File: src/rtl/cdb_arbiter_pkg.sv
// Shared constants and types for the common data bus arbiter.
package cdb_arbiter_pkg;

  localparam int ROB_INDEX_BIT = 4;

  localparam logic CDB_SRC_ALU = 1'b0;
  localparam logic CDB_SRC_LSB = 1'b1;

  typedef struct packed {
    logic [ROB_INDEX_BIT-1:0] robId;
    logic [31:0]              result;
  } cdb_entry_t;

  typedef enum logic {
    RR_ALU = 1'b0,
    RR_LSB = 1'b1
  } rr_ptr_e;

endpackage

File: src/rtl/cdb_arbiter_if.sv
// Producer-side handshakes and the broadcast bus of the CDB arbiter.
interface cdb_arbiter_if;
  import cdb_arbiter_pkg::*;

  logic                     alu_valid;
  logic [ROB_INDEX_BIT-1:0] alu_rob_id;
  logic [31:0]              alu_result;
  logic                     alu_ready_out;

  logic                     lsb_valid;
  logic [ROB_INDEX_BIT-1:0] lsb_rob_id;
  logic [31:0]              lsb_result;
  logic                     lsb_ready_out;

  logic                     cdb_valid_out;
  logic [ROB_INDEX_BIT-1:0] cdb_rob_id_out;
  logic [31:0]              cdb_val_out;
  logic                     cdb_src_out;

  modport slave (
    input  alu_valid, alu_rob_id, alu_result,
    input  lsb_valid, lsb_rob_id, lsb_result,
    output alu_ready_out, lsb_ready_out,
    output cdb_valid_out, cdb_rob_id_out, cdb_val_out, cdb_src_out
  );

  modport master (
    output alu_valid, alu_rob_id, alu_result,
    output lsb_valid, lsb_rob_id, lsb_result,
    input  alu_ready_out, lsb_ready_out,
    input  cdb_valid_out, cdb_rob_id_out, cdb_val_out, cdb_src_out
  );

endinterface

File: src/rtl/cdb_fifo.sv
// Small power-of-two FIFO buffering one producer's results ahead of the CDB.
module cdb_fifo #(
  parameter int DEPTH = 2,
  parameter int WIDTH = 36,
  localparam int CW = $clog2(DEPTH + 1),
  localparam int PW = $clog2(DEPTH)
) (
  input  logic             clk_in,
  input  logic             rst_in,
  input  logic             push_in,
  input  logic             pop_in,
  input  logic             flush_in,
  input  logic [WIDTH-1:0] wdata_in,
  output logic [CW-1:0]    count_out,
  output logic [WIDTH-1:0] head_out
);

  logic [WIDTH-1:0] mem_q [DEPTH];
  logic [PW-1:0]    wrPtr_q;
  logic [PW-1:0]    rdPtr_q;
  logic [CW-1:0]    count_q;
  logic [CW-1:0]    count_d;

  // Occupancy after this edge; a simultaneous push and pop leaves it unchanged.
  always_comb begin
    count_d = count_q;
    if (push_in && !pop_in) begin
      count_d = count_q + CW'(1);
    end else if (!push_in && pop_in) begin
      count_d = count_q - CW'(1);
    end
  end

  // Pointers wrap naturally because DEPTH is a power of two; flush empties the queue.
  always_ff @(posedge clk_in or posedge rst_in) begin
    if (rst_in) begin
      wrPtr_q <= '0;
      rdPtr_q <= '0;
      count_q <= '0;
    end else if (flush_in) begin
      wrPtr_q <= '0;
      rdPtr_q <= '0;
      count_q <= '0;
    end else begin
      if (push_in) begin
        wrPtr_q <= wrPtr_q + PW'(1);
      end
      if (pop_in) begin
        rdPtr_q <= rdPtr_q + PW'(1);
      end
      count_q <= count_d;
    end
  end

  // Entry storage needs no reset; the count decides what is meaningful.
  always_ff @(posedge clk_in) begin
    if (push_in && !flush_in) begin
      mem_q[wrPtr_q] <= wdata_in;
    end
  end

  assign count_out = count_q;
  assign head_out  = mem_q[rdPtr_q];

endmodule

File: src/rtl/cdb_arbiter.sv
// Round-robin arbiter granting one ALU or LSB result onto the CDB per cycle.
module cdb_arbiter
  import cdb_arbiter_pkg::*;
#(
  parameter int DEPTH = 2
) (
  input  logic          clk_in,
  input  logic          rst_in,
  input  logic          rdy_in,
  input  logic          clear_in,
  cdb_arbiter_if.slave  bus,
  output logic [31:0]   conflict_cnt_out
);

  localparam int CW = $clog2(DEPTH + 1);
  localparam logic [CW-1:0] FULL = CW'(DEPTH);

  cdb_entry_t aluIn, lsbIn, aluHead, lsbHead;
  logic [CW-1:0] aluCount, lsbCount;
  logic aluPush, lsbPush, aluBusy, lsbBusy, advance, grantAlu, grantLsb;

  logic                     cdbValid_q, cdbValid_d;
  logic [ROB_INDEX_BIT-1:0] cdbRobId_q, cdbRobId_d;
  logic [31:0]              cdbVal_q, cdbVal_d;
  logic                     cdbSrc_q, cdbSrc_d;
  rr_ptr_e                  rrPtr_q, rrPtr_d;
  logic [31:0]              conflictCnt_q, conflictCnt_d;

  assign aluIn = {bus.alu_rob_id, bus.alu_result};
  assign lsbIn = {bus.lsb_rob_id, bus.lsb_result};

  assign bus.alu_ready_out = rdy_in && (aluCount < FULL);
  assign bus.lsb_ready_out = rdy_in && (lsbCount < FULL);

  assign advance  = rdy_in && !clear_in;
  assign aluPush  = advance && bus.alu_valid && bus.alu_ready_out;
  assign lsbPush  = advance && bus.lsb_valid && bus.lsb_ready_out;
  assign aluBusy  = (aluCount != '0);
  assign lsbBusy  = (lsbCount != '0);
  assign grantAlu = advance && aluBusy && (!lsbBusy || rrPtr_q == RR_ALU);
  assign grantLsb = advance && lsbBusy && (!aluBusy || rrPtr_q == RR_LSB);

  cdb_fifo #(.DEPTH(DEPTH), .WIDTH($bits(cdb_entry_t))) aluFifo (
    .clk_in   (clk_in),
    .rst_in   (rst_in),
    .push_in  (aluPush),
    .pop_in   (grantAlu),
    .flush_in (clear_in),
    .wdata_in (aluIn),
    .count_out(aluCount),
    .head_out (aluHead)
  );

  cdb_fifo #(.DEPTH(DEPTH), .WIDTH($bits(cdb_entry_t))) lsbFifo (
    .clk_in   (clk_in),
    .rst_in   (rst_in),
    .push_in  (lsbPush),
    .pop_in   (grantLsb),
    .flush_in (clear_in),
    .wdata_in (lsbIn),
    .count_out(lsbCount),
    .head_out (lsbHead)
  );

  // Next broadcast, pointer and contention count; clear wins over a paused pipeline.
  always_comb begin
    cdbValid_d    = cdbValid_q;
    cdbRobId_d    = cdbRobId_q;
    cdbVal_d      = cdbVal_q;
    cdbSrc_d      = cdbSrc_q;
    rrPtr_d       = rrPtr_q;
    conflictCnt_d = conflictCnt_q;
    if (clear_in) begin
      cdbValid_d = 1'b0;
      rrPtr_d    = RR_ALU;
    end else if (rdy_in) begin
      if (grantAlu) begin
        cdbValid_d = 1'b1;
        cdbRobId_d = aluHead.robId;
        cdbVal_d   = aluHead.result;
        cdbSrc_d   = CDB_SRC_ALU;
      end else if (grantLsb) begin
        cdbValid_d = 1'b1;
        cdbRobId_d = lsbHead.robId;
        cdbVal_d   = lsbHead.result;
        cdbSrc_d   = CDB_SRC_LSB;
      end else begin
        cdbValid_d = 1'b0;
      end
      if (aluBusy && lsbBusy) begin
        rrPtr_d       = (rrPtr_q == RR_ALU) ? RR_LSB : RR_ALU;
        conflictCnt_d = conflictCnt_q + 32'd1;
      end
    end
  end

  // Registered broadcast outputs and arbitration state.
  always_ff @(posedge clk_in or posedge rst_in) begin
    if (rst_in) begin
      cdbValid_q    <= 1'b0;
      cdbRobId_q    <= '0;
      cdbVal_q      <= '0;
      cdbSrc_q      <= CDB_SRC_ALU;
      rrPtr_q       <= RR_ALU;
      conflictCnt_q <= '0;
    end else begin
      cdbValid_q    <= cdbValid_d;
      cdbRobId_q    <= cdbRobId_d;
      cdbVal_q      <= cdbVal_d;
      cdbSrc_q      <= cdbSrc_d;
      rrPtr_q       <= rrPtr_d;
      conflictCnt_q <= conflictCnt_d;
    end
  end

  assign bus.cdb_valid_out  = cdbValid_q;
  assign bus.cdb_rob_id_out = cdbRobId_q;
  assign bus.cdb_val_out    = cdbVal_q;
  assign bus.cdb_src_out    = cdbSrc_q;
  assign conflict_cnt_out   = conflictCnt_q;

endmodule
File: src/flat_wrapper.sv
// flat-port wrapper written by rule: the top's interface ports become plain ports
module cdb_arbiter_flat import cdb_arbiter_pkg::*;
#(
  parameter int DEPTH = 2
)
  (clk_in, rst_in, rdy_in, clear_in, conflict_cnt_out, bus_alu_valid, bus_alu_rob_id, bus_alu_result, bus_lsb_valid, bus_lsb_rob_id, bus_lsb_result, bus_alu_ready_out, bus_lsb_ready_out, bus_cdb_valid_out, bus_cdb_rob_id_out, bus_cdb_val_out, bus_cdb_src_out);
  cdb_arbiter_if bus_i ();
  input  logic clk_in;
  input  logic rst_in;
  input  logic rdy_in;
  input  logic clear_in;
  output logic [31:0] conflict_cnt_out;
  input wire logic [$bits(bus_i.alu_valid)-1:0] bus_alu_valid;
  input wire logic [$bits(bus_i.alu_rob_id)-1:0] bus_alu_rob_id;
  input wire logic [$bits(bus_i.alu_result)-1:0] bus_alu_result;
  input wire logic [$bits(bus_i.lsb_valid)-1:0] bus_lsb_valid;
  input wire logic [$bits(bus_i.lsb_rob_id)-1:0] bus_lsb_rob_id;
  input wire logic [$bits(bus_i.lsb_result)-1:0] bus_lsb_result;
  output wire logic [$bits(bus_i.alu_ready_out)-1:0] bus_alu_ready_out;
  output wire logic [$bits(bus_i.lsb_ready_out)-1:0] bus_lsb_ready_out;
  output wire logic [$bits(bus_i.cdb_valid_out)-1:0] bus_cdb_valid_out;
  output wire logic [$bits(bus_i.cdb_rob_id_out)-1:0] bus_cdb_rob_id_out;
  output wire logic [$bits(bus_i.cdb_val_out)-1:0] bus_cdb_val_out;
  output wire logic [$bits(bus_i.cdb_src_out)-1:0] bus_cdb_src_out;
  assign bus_i.alu_valid = bus_alu_valid;
  assign bus_i.alu_rob_id = bus_alu_rob_id;
  assign bus_i.alu_result = bus_alu_result;
  assign bus_i.lsb_valid = bus_lsb_valid;
  assign bus_i.lsb_rob_id = bus_lsb_rob_id;
  assign bus_i.lsb_result = bus_lsb_result;
  assign bus_alu_ready_out = bus_i.alu_ready_out;
  assign bus_lsb_ready_out = bus_i.lsb_ready_out;
  assign bus_cdb_valid_out = bus_i.cdb_valid_out;
  assign bus_cdb_rob_id_out = bus_i.cdb_rob_id_out;
  assign bus_cdb_val_out = bus_i.cdb_val_out;
  assign bus_cdb_src_out = bus_i.cdb_src_out;
  cdb_arbiter #(.DEPTH(DEPTH)) u_core (.clk_in(clk_in), .rst_in(rst_in), .rdy_in(rdy_in), .clear_in(clear_in), .bus(bus_i), .conflict_cnt_out(conflict_cnt_out));
endmodule
File: config.mk
export PLATFORM = sky130hd
export DESIGN_NAME = cdb_arbiter_flat
export DESIGN_NICKNAME = d
export VERILOG_FILES = /design/src/rtl/cdb_arbiter_pkg.sv /design/src/rtl/cdb_arbiter_if.sv /design/src/rtl/cdb_fifo.sv /design/src/rtl/cdb_arbiter.sv /design/src/flat_wrapper.sv
export SDC_FILE = /design/constraint.sdc
export NUM_CORES = 1
export LEC_CHECK = 0
export ABC_AREA = 1
export CAP_MARGIN = 40
export CORE_MARGIN = 2
export CORE_UTILIZATION = 45
export CTS_CLUSTER_SIZE = 24
export DETAILED_ROUTE_END_ITERATION = 10
export GPL_TIMING_DRIVEN = 0
export PLACE_DENSITY = 0.74
export SYNTH_ARGS = -nofsm -noshare
export SYNTH_HDL_FRONTEND = slang
export SYNTH_SLANG_ARGS = --single-unit
File: constraint.sdc
create_clock -name clk_in -period 3.08 [get_ports clk_in]
set_input_delay 0.308 -clock clk_in [delete_from_list [all_inputs] [get_ports clk_in]]
set_output_delay 0.308 -clock clk_in [all_outputs]
set_load 0.005 [all_outputs]
==> results of run 1 <==
-- worst reg2reg max path: stages (launching register included) --
cell	delay, ns
dfrtp_1	0.46
nor2_1	0.13
nand2_1	0.20
nor2_4	0.61
buf_16	0.26
-- worst max-delay path by stage --
stage                                      startpoint                     endpoint  slack, ns  cells after the start
after global placement                         rdy_in   u_core.aluFifo.mem_q[1][9]      -1.43                      5
after CTS                                      rdy_in   u_core.aluFifo.mem_q[1][7]       1.05                      6
final                                          rdy_in  u_core.aluFifo.mem_q[1][16]       1.08                      6
after floorplan           u_core.lsbFifo.count_out[1]   u_core.lsbFifo.mem_q[1][0]       0.36                      5
after detailed placement                       rdy_in   u_core.aluFifo.mem_q[1][8]       0.50                      6
after global routing                         clear_in  u_core.lsbFifo.mem_q[1][22]       0.93                      7
-- metal layers --
metal  GRT usage [%]  routed length [um]  share of wire [%]
met4            6.62                 618                2.7
met1            27.0                9380                 42
met5               0                  13              0.058
met3            3.96                1600                7.1
met2            36.4               10900                 49
-- flip-flops by register name (all words and copies together), names as in the netlist --
register,flops
u_core.bus.cdb_val_out,32
u_core.lsbFifo.count_out,2
u_core.bus.cdb_valid_out,1
u_core.bus.cdb_rob_id_out,4
u_core.lsbFifo.rdPtr_q,1
u_core.aluFifo.mem_q,72
u_core.conflict_cnt_out,32
u_core.aluFifo.count_out,2
u_core.lsbFifo.mem_q,72
u_core.aluFifo.rdPtr_q,1
u_core.rrPtr_q,1
u_core.lsbFifo.wrPtr_q,1
u_core.aluFifo.wrPtr_q,1
u_core.bus.cdb_src_out,1
-- cells by family (layout without fill, tap and decap cells) --
logic type      after synthesis  in the layout  share of synthesized area, %
other cells                   0              2                             0
fa+ha+maj                     1              1                         0.134
flops                       223            223                          67.2
simple gates                510            510                          23.2
buf+inv                      72            272                          3.57
compound gates               84             84                          4.53
xor+xnor                     14             14                          1.31
-- final cells by class --
type                    instances  area, sq um  area share, %
diodes                          2         5.00         0.0414
plain buffers                  33          183           1.51
clock buffers                  35          683           5.65
clock inverters                11         58.8          0.486
inverters                      39          154           1.27
multi-input cells             609         2770           22.8
flip-flops and latches        223         6300           52.1
well taps                     270          338           2.79
repair buffers                154         1610           13.3
-- power breakdown --
group | internal (mW) | switching [mW]
Clock | 1.54 | 1.15
Sequential | 3.52 | 0.215
Combinational | 0.798 | 0.761
Total | 5.87 | 2.13
-- metrics by stage --
stage / hold slack [ns] / setup TNS, ns / instances / utilization (%) / setup WS [ns]
floorplan: 0.407 / 0 / 904 / - / 0.361
global placement: 0.459 / -268.74 / 1323 / 55.0 / -1.43
detailed placement: 0.463 / 0 / 1328 / 55.8 / 0.504
CTS: 0.213 / 0 / 1374 / 59.4 / 1.05
global route: 0.234 / 0 / 1375 / 59.4 / 0.934
finish: 0.189 / 0 / 1376 / 59.4 / 1.08
-- cell usage in the layout (no fill, tap or decap), drive strengths merged, types with 4 or more instances in the layout --
cell type	synthesis	layout
xor2	8	8
nor2	211	211
nand3b	10	10
dfrtp	79	79
o21ai	78	78
clkdlybuf4s50	0	149
buf	24	29
xnor2	6	6
clkinv	0	10
inv	39	40
nand3	57	57
nand4	5	5
a21oi	4	4
nand2	223	223
clkbuf	9	44
edfxtp	144	144
==> summary.txt, run 1 <==
Run status
  – Status: finished clean

STA
  – RSZ-0062 raised after global routing: no
  – Fin. Hold Viols: 0
  – F_max: 0.499 GHz
  – Final slew viol count: 0
  – Worst-margin pin slew: 0.707 ns
  – Tcrit/Tclk final: between 60% and 70%
  – Post-Route Skew: between 0.015 and 0.02 ns
  – Slew HR: 52.7%
  – Min Clock Period, post-route: 2.00 ns
  – Setup violators final: 0

Placed design
  – Placed cell area: 11400 sq um
  – Hpwl dp: about 15 mm
  – RD Place Congestion: 0.829
  – Count of input and output buffers: 149

Logic synthesis
  – Mapped Avg Cell Area: slightly above 10 sq um
  – Cell taking the most area after synthesis: edfxtp_1
  – Number of synthesized flops with an enable pin: around 140
  – Asr flop ratio synth: 35.4%
  – Post-synth design cell area: 9370 sq um
  – Synth top cells by count: 216 x nand2_1, 200 x nor2_1, 144 x edfxtp_1
  – Post-synthesis sequential area ratio: 67.2%
  – Ys Warns: 0
  – Count leader, synth: nand2_1
  – Yosys cell types: 32
  – Top FF cell, synth: edfxtp_1
  – Ranking of synthesized cells by area: edfxtp_1 46%, dfrtp_1 21%, nand2_1 8.7%, nor2_1 8.0%, o21ai_0 3.7%
  – Synth Net Count: 983
  – Post-synth top area share: 46.1%
  – Synthesized flop and latch total: 223
  – Syn Inst Count: 904

Pwr
  – LEAKAGE: 4.81 nW
  – Power, Total: 7.99 mW
  – PD cells: 660 nW/um^2
  – VDD IR-drop max: a little under 500 uV

Floorplan
  – Die H: 148 um
  – Starting density of the core: 46.0%
  – Top Ports: 150
  – Die area: ~22000 sq um
  – Row cnt: 52
  – Core box area: 20400 sq um
  – Die Width: 148 um

Setup path
  – Critical Path AT: 2.23 ns
  – R2R cell count: 4
  – Worst reg2reg path endpoint: u_core.aluFifo.mem_q[1][16]
  – Crit-path slowest cell: nor2_4
  – CP bufs+invs: 3
  – Critical path's top delay family: buffers and inverters
  – Crit. End Element: flop
  – Required time worst endpoint: 3.30 ns
  – Internal reg-to-reg setup slack: 1.12 ns
  – Crit Path Class: in2reg
  – Slowest stage delay, CP: 0.61 ns
  – Cell Chain, Critical Path: clkdlybuf4s50_1, inv_1, nor2_1, nand2_1, nor2_4, buf_16
  – R2r startpoint: u_core.aluFifo.count_out[1]
  – CP Launch Type: input port
  – Crit Path Max Fanout: 19

Clock network
  – CTS Hold Bufs: 0
  – Num CTS Buffers: 25
  – Clock buffer depth: 3
  – # resized after CTS: 0
  – Clock sinks: 223
  – Latest clock arrival within the worst-skew pair: 0.53 ns
  – CTS HTree Levels: 1
  – CTS Root Cell: clkbuf_16
  – TritonCTS clock tree: yes
  – Clk slew on worst S/H paths: roughly 0.060 ns
  – Setup Buffers After CTS: 0

GRT
  – Global Route Usage Sum: 21.0%
  – GR Overflow Total: 0
  – Initial antenna violation count: 3
  – Largest net degree at the start of global routing: 48
  – First-pass GRT wire length: roughly 36 mm
  – Vias in the first global route: 7038

Routing
  – Routed WL: 22.6 mm
  – Vias post-DR: 6924
  – Initial drt markers: 563
  – Via density: 5.03
  – Remaining routing DRC violations: 0
  – WL/cell: 16.4 um
  – DRT Pass-1 Iters: 5
  – Final ANT Viol Nets: 0

Final layout
  – Share of cells above drive strength 1: 7.88%
  – Nets: ~1200
  – Area growth, synth to finish: 29.1%
  – Final Instance Area: 12100 sq um
  – Filler Cells Inserted: between 1500 and 2000

Run
  – Max-capacitance violation count: 0

Min path
  – Hold WC Path Type: in2async
Power figures use the tool's default switching activity.
==> run 2, diff against run 1 <==
==> constraint.sdc (replaced) <==
create_clock -name clk_in -period 2 [get_ports clk_in]
set_input_delay 0.2 -clock clk_in [delete_from_list [all_inputs] [get_ports clk_in]]
set_output_delay 0.2 -clock clk_in [all_outputs]
set_load 0.005 [all_outputs]
==> run 2 against run 1 <==
Net effect:
- register-to-register slack got worse by 1.0 ns
- clock skew barely moved
- sequential share of layout area fell by 0.79 points
- highest routed layer unchanged
==> summary.txt, run 2 (same netlist as run 1, synthesis figures left out) <==
Pwr
  – PD cells: 1060 nW/um^2 (was 660 nW/um^2)
  – VDD IR-drop max: 750 uV (was 497 uV)
  – LEAKAGE: 4.90 nW (was 4.81 nW)

Setup path
  – Slowest stage delay, CP: 0.54 ns (was 0.61 ns)
  – Crit Path Max Fanout: 21 (was 19)
  – Crit. End Element: flop (unchanged)
  – CP Launch Type: flop (was input port)
  – Crit-path slowest cell: nor2_4 (unchanged)
  – Crit path from: u_core.aluFifo.count_out[1] (was rdy_in)
  – Internal reg-to-reg setup slack: 0.09 ns (was 1.12 ns)
  – R2r startpoint: u_core.aluFifo.count_out[1] (unchanged)
  – Crit Path Class: reg2reg (was in2reg)
  – Critical Path AT: 2.13 ns (was 2.23 ns)
  – Cell Chain, Critical Path: nor2_1, nand2_1, nor2_4, buf_12 (was clkdlybuf4s50_1, inv_1, nor2_1, nand2_1, nor2_4, buf_16)
  – Critical path destination: u_core.aluFifo.mem_q[0][22] (was u_core.aluFifo.mem_q[1][16])
  – R2R cell count: 4 (unchanged)
  – Worst reg2reg path endpoint: u_core.aluFifo.mem_q[0][22] (was u_core.aluFifo.mem_q[1][16])
  – Required time worst endpoint: 2.23 ns (was 3.30 ns)

Clock network
  – TritonCTS clock tree: yes (unchanged)
  – Latest clock arrival within the worst-skew pair: 0.54 ns (was 0.53 ns)
  – Clock sinks: 223 (unchanged)
  – CTS Root Cell: clkbuf_16 (unchanged)
  – Clk slew on worst S/H paths: 0.06 ns (about the same)
  – CTS HTree Levels: 1 (unchanged)
  – Clock buffer depth: 3 (unchanged)
  – Num CTS Buffers: 25 (unchanged)

Floorplan
  – Row cnt: 52 (unchanged)
  – Top Ports: 150 (unchanged)
  – Starting density of the core: 46.0% (unchanged)
  – Die H: 148 um (unchanged)
  – Die area: 22000 sq um (unchanged)
  – Die Width: 148 um (unchanged)
  – Core box area: 20400 sq um (unchanged)

Placed design
  – Count of input and output buffers: 149 (unchanged)
  – Hpwl dp: 15.5 mm (was 15.4 mm)
  – Placed insts: 1329 (was 1328)
  – RD Place Congestion: 0.839 (was 0.829)

Routing
  – Remaining routing DRC violations: 0 (unchanged)
  – WL/cell: 16.6 um (was 16.4 um)
  – DRT Pass-1 Iters: 5 (unchanged)
  – Via density: 5.07 (was 5.03)
  – Vias post-DR: 6992 (was 6924)
  – Final ANT Viol Nets: 0 (unchanged)
  – Initial drt markers: 359 (was 563)
  – Routed WL: 23.0 mm (was 22.6 mm)

STA
  – Post-Route Skew: 0.0154 ns (was 0.0152 ns)
  – F_max: 0.525 GHz
  – Min Clock Period, post-route: 1.91 ns
  – Slew HR: 59.8% (was 52.7%)
  – Worst-margin pin slew: 0.602 ns (was 0.707 ns)
  – Tcrit/Tclk final: 95.3%
  – Setup violators final: 0 (unchanged)
  – Fin. Hold Viols: 0 (unchanged)
  – Final slew viol count: 0 (unchanged)
  – RSZ-0062 raised after global routing: no (unchanged)
  – Hold WS: 0.242 ns (was 0.189 ns)

GRT
  – Largest net degree at the start of global routing: 38 (was 48)
  – Global Route Usage Sum: 21.0% (about the same)
  – Vias in the first global route: 6953 (was 7038)
  – GR Overflow Total: 0 (unchanged)
  – Initial antenna violation count: 3 (unchanged)
  – First-pass GRT wire length: 36.1 mm (was 36.4 mm)

Final layout
  – Share of cells above drive strength 1: 9.02% (was 7.88%)
  – Filler Cells Inserted: 1664 (was 1663)
  – Regs by FF count: u_core.aluFifo.mem_q x72, u_core.lsbFifo.mem_q x72 (unchanged)
  – Nets: 1169 (was 1164)
  – Most common cell after layout, fill and taps aside: nand2_1 (unchanged)
  – Register area: 6300 sq um (unchanged)
  – Commonest non-fill, non-tap cells in the layout: 216 x nand2_1, 196 x nor2_1, 149 x clkdlybuf4s50_1 (unchanged)
  – Area growth, synth to finish: 31.1% (was 29.1%)
  – Fin cells: 1380 (was 1376)
  – Footprint of the multi-input gates: 2770 sq um (unchanged)

Run
  – Max-capacitance violation count: 0 (unchanged)

Min path
  – Worst hold start: bus_alu_result[1]
  – Hold WC Path Type: in2reg (was in2async)

Run status
  – Status: finished clean (unchanged)
[run 2: through the flow]
step	instance area (sq um)	setup WS (ns)	util (%)	power [mW]	setup TNS (ns)
after floorplan	9390	-0.119	-	6.80	-7.91
after global placement	11200	-1.40	55.1	8.15	-161.14
after detailed placement	11400	-0.477	55.8	8.26	-49.32
after CTS	12200	0.0224	60.1	13.1	0
after global routing	12300	0.0000961	60.3	13.6	0
final	12300	0.0948	60.3	13.0	0
[run 2: how the worst min path moves through the flow]
stage	end	slack (ns)	cells past startpoint
after global placement	u_core.bus.cdb_src_out	0.46	2
after detailed placement	u_core.bus.cdb_val_out[10]	0.47	2
after CTS	u_core.lsbFifo.mem_q[0][24]	0.23	1
after global routing	u_core.lsbFifo.mem_q[1][34]	0.24	1
after floorplan	u_core.aluFifo.mem_q[0][0]	0.30	0
final	u_core.aluFifo.mem_q[0][1]	0.24	1
[run 2: final cells by class]
cell class / count / area share, %
clock inverters: 15 / 1.78
flip-flops and latches: 223 / 51.3
repair buffers: 159 / 13.6
diodes: 1 / 0.0204
clock buffers: 31 / 5.27
plain buffers: 33 / 1.49
inverters: 39 / 1.26
multi-input cells: 609 / 22.5
well taps: 270 / 2.75
[run 2: metal layers]
layer	track usage (%)	part of all wire, %	vias up
met5	0	0.12	-
met3	4.45	6.6	46
met4	6.48	2.7	4
met2	36.5	49	226
met1	26.5	41	3347
li1	-	-	3369
[run 2: what timing repair did]
action,in CTS,in global routing
hold buffers,1,0
endpoints found under the setup margin,0,42
gates resized for setup,0,0
setup buffers,0,3
endpoints found under the hold margin,10,0
[run 2: power breakdown]
part / leakage (nW) / switching, mW / total, mW / internal [mW]
Sequential: 2.33 / 0.346 / 5.77 / 5.42
Clock: 0.423 / 1.86 / 4.82 / 2.97
Combinational: 2.15 / 1.19 / 2.43 / 1.24
[run 2: worst max-delay path, delay by kind of cell (launching register included)]
| family | cells | cell delay (ns) |
|---|---|---|
| and+or+nand+nor | 3 | 0.88 |
| buffers and inverters | 1 | 0.26 |
| DFF | 1 | 0.44 |
==> run 3, diff against run 2 <==
--- a/config.mk
+++ b/config.mk
@@ -12,7 +12,7 @@
 export CTS_CLUSTER_SIZE = 24
 export DETAILED_ROUTE_END_ITERATION = 10
 export GPL_TIMING_DRIVEN = 0
-export PLACE_DENSITY = 0.74
+export PLACE_DENSITY = 0.7
 export SYNTH_ARGS = -nofsm -noshare
 export SYNTH_HDL_FRONTEND = slang
 export SYNTH_SLANG_ARGS = --single-unit
==> run 3 against run 2 <==
Net effect:
- register-to-register slack improved by 0.08 ns
- global-route usage fell by 0.43 points
- fmax rose by 4.5%
- utilization fell by 0.21 points
- sequential cell count did not move
- critical path depth rose by 2
- critical endpoint is now u_core.lsbFifo.mem_q[0][18]
- via count fell by 1.3%
- worst setup slack improved by 0.082 ns
- count of clock-buffer cells in the layout fell by 2
- clock skew rose by 0.0074 ns
- non-clock buffer count fell by 2
- design area fell by 0.35%
==> summary.txt, run 3 (same netlist as run 1, synthesis figures left out) <==
Routing
  – Via density: 5.01 (was 5.07)
  – DRT Pass-1 Iters: 4 (was 5)
  – Remaining routing DRC violations: 0 (unchanged)
  – Vias post-DR: 6903 (was 6992)
  – WL/cell: 16.2 um (was 16.6 um)
  – Initial drt markers: 383 (was 359)
  – Routed WL: 22.4 mm (was 23.0 mm)
  – Final ANT Viol Nets: 0 (unchanged)

Pwr
  – LEAKAGE: 4.88 nW (was 4.90 nW)
  – PD cells: 1050 nW/um^2 (was 1060 nW/um^2)
  – Power, Total: 12.9 mW (was 13.0 mW)
  – VDD IR-drop max: 763 uV (was 750 uV)

Floorplan
  – Starting density of the core: 46.0% (unchanged)
  – Row cnt: 52 (unchanged)
  – Die H: 148 um (unchanged)
  – Die Width: 148 um (unchanged)
  – Die area: 22000 sq um (unchanged)
  – Core box area: 20400 sq um (unchanged)
  – Top Ports: 150 (unchanged)

Clock network
  – Num CTS Buffers: 25 (unchanged)
  – CTS HTree Levels: 1 (unchanged)
  – Clk slew on worst S/H paths: 0.06 ns (about the same)
  – Clock buffer depth: 3 (unchanged)
  – Latest clock arrival within the worst-skew pair: 0.53 ns (was 0.54 ns)
  – # resized after CTS: 0 (unchanged)
  – CTS Root Cell: clkbuf_16 (unchanged)
  – TritonCTS clock tree: yes (unchanged)
  – Clock sinks: 223 (unchanged)

Final layout
  – Commonest non-fill, non-tap cells in the layout: 216 x nand2_1, 196 x nor2_1, 149 x clkdlybuf4s50_1 (unchanged)
  – Nets: 1167 (was 1169)
  – Regs by FF count: u_core.aluFifo.mem_q x72, u_core.lsbFifo.mem_q x72 (unchanged)
  – Share of cells above drive strength 1: 9.04% (was 9.02%)
  – Final Util: 60.1% (was 60.3%)
  – Final Instance Area: 12200 sq um (was 12300 sq um)
  – Area growth, synth to finish: 30.7% (was 31.1%)
  – Most common cell after layout, fill and taps aside: nand2_1 (unchanged)

Setup path
  – Crit-path slowest cell: dfrtp_1 (was nor2_4)
  – Required time worst endpoint: 2.21 ns (was 2.23 ns)
  – Cell Chain, Critical Path: inv_2, nand2_1, nor2_1, inv_1, nor2_4, buf_12 (was nor2_1, nand2_1, nor2_4, buf_12)
  – Critical path's top delay family: simple AND/OR/NAND/NOR gates (unchanged)
  – CP bufs+invs: 3 (was 1)
  – WP depth: 6 (was 4)
  – Crit Path Class: reg2reg (unchanged)
  – R2R cell count: 6 (was 4)
  – CP Launch Type: flop (unchanged)
  – Crit Path Max Fanout: 27 (was 21)
  – Slowest stage delay, CP: 0.42 ns (was 0.54 ns)
  – Critical Path AT: 2.03 ns (was 2.13 ns)
  – Crit. End Element: flop (unchanged)

Placed design
  – RD Place Congestion: 0.787 (was 0.839)
  – Placed cell area: 11400 sq um (about the same)
  – Count of input and output buffers: 149 (unchanged)
  – Hpwl dp: 15.1 mm (was 15.5 mm)
  – Pre-CTS setup slack: -0.396 ns (was -0.477 ns)

GRT
  – Vias in the first global route: 6696 (was 6953)
  – Global Route Usage Sum: 20.6% (was 21.0%)
  – GR Overflow Total: 0 (unchanged)
  – Initial antenna violation count: 4 (was 3)
  – Largest net degree at the start of global routing: 37 (was 38)
  – First-pass GRT wire length: 35.4 mm (was 36.1 mm)

STA
  – F_max: 0.548 GHz (was 0.525 GHz)
  – Slew HR: 60.2% (was 59.8%)
  – RSZ-0062 raised after global routing: no (unchanged)
  – PnR worst setup slack: 0.176 ns (was 0.0948 ns)
  – Final slew viol count: 0 (unchanged)
  – Setup violators final: 0 (unchanged)
  – Post-Route Skew: 0.0228 ns (was 0.0154 ns)
  – Min Clock Period, post-route: 1.82 ns (was 1.91 ns)
  – Tcrit/Tclk final: 91.2% (was 95.3%)
  – Hold WS: 0.00740 ns (was 0.242 ns)
  – Worst-margin pin slew: 0.596 ns (was 0.602 ns)
  – Fin. Hold Viols: 0 (unchanged)

Min path
  – Hold WC Path Type: in2async (was in2reg)

Run
  – Max-capacitance violation count: 0 (unchanged)

Run status
  – Status: finished clean (unchanged)
## run 3: path summary, 6_finish.rpt
| check | start | endpoint | slack, ns |
|---|---|---|---|
| worst min-delay path | rst_in | u_core.bus.cdb_val_out[10] | 0.007 |
| worst max register to register | u_core.lsbFifo.count_out[1] | u_core.lsbFifo.mem_q[0][18] | 0.18 |
| worst min register to register | u_core.bus.cdb_src_out | u_core.bus.cdb_src_out | 0.48 |
| max in group asynchronous | rst_in | u_core.lsbFifo.count_out[1] | 1.24 |
| min in group clk_in | bus_lsb_result[7] | u_core.lsbFifo.mem_q[1][7] | 0.25 |
| worst max-delay path | u_core.lsbFifo.count_out[1] | u_core.lsbFifo.mem_q[0][18] | 0.18 |
## run 3: area by class of cell
type / count / area, sq um
plain buffers: 33 / 183
inverters: 39 / 155
multi-input cells: 609 / 2770
well taps: 270 / 338
fillers: 1669 / 8120
diodes: 2 / 5.00
flip-flops and latches: 223 / 6300
repair buffers: 157 / 1650
clock buffers: 29 / 651
clock inverters: 16 / 196
## run 3: report_power, final
part | total (mW) | switching [mW] | internal, mW
Combinational | 2.40 | 1.17 | 1.24
Sequential | 5.75 | 0.323 | 5.42
Clock | 4.71 | 1.85 | 2.86
## run 3: what timing repair did
item                                    CTS  global route
endpoints found under the setup margin    0            17
buffers inserted                          0             2
hold buffers                              0             0
## run 3: through the flow
stage | setup TNS [ns] | std cells
CTS | 0 | 1374
global route | 0 | 1377
floorplan | -7.91 | 904
global placement | -165.54 | 1323
detailed placement | -44.98 | 1329
finish | 0 | 1378
## run 3: layer usage
metal,up-vias,share of wire (%),global-route usage (%)
met2,187,49,35.6
met1,3308,43,27.0
li1,3377,-,-
met4,4,1.7,4.14
met3,27,6.2,4.45
met5,-,0.12,0
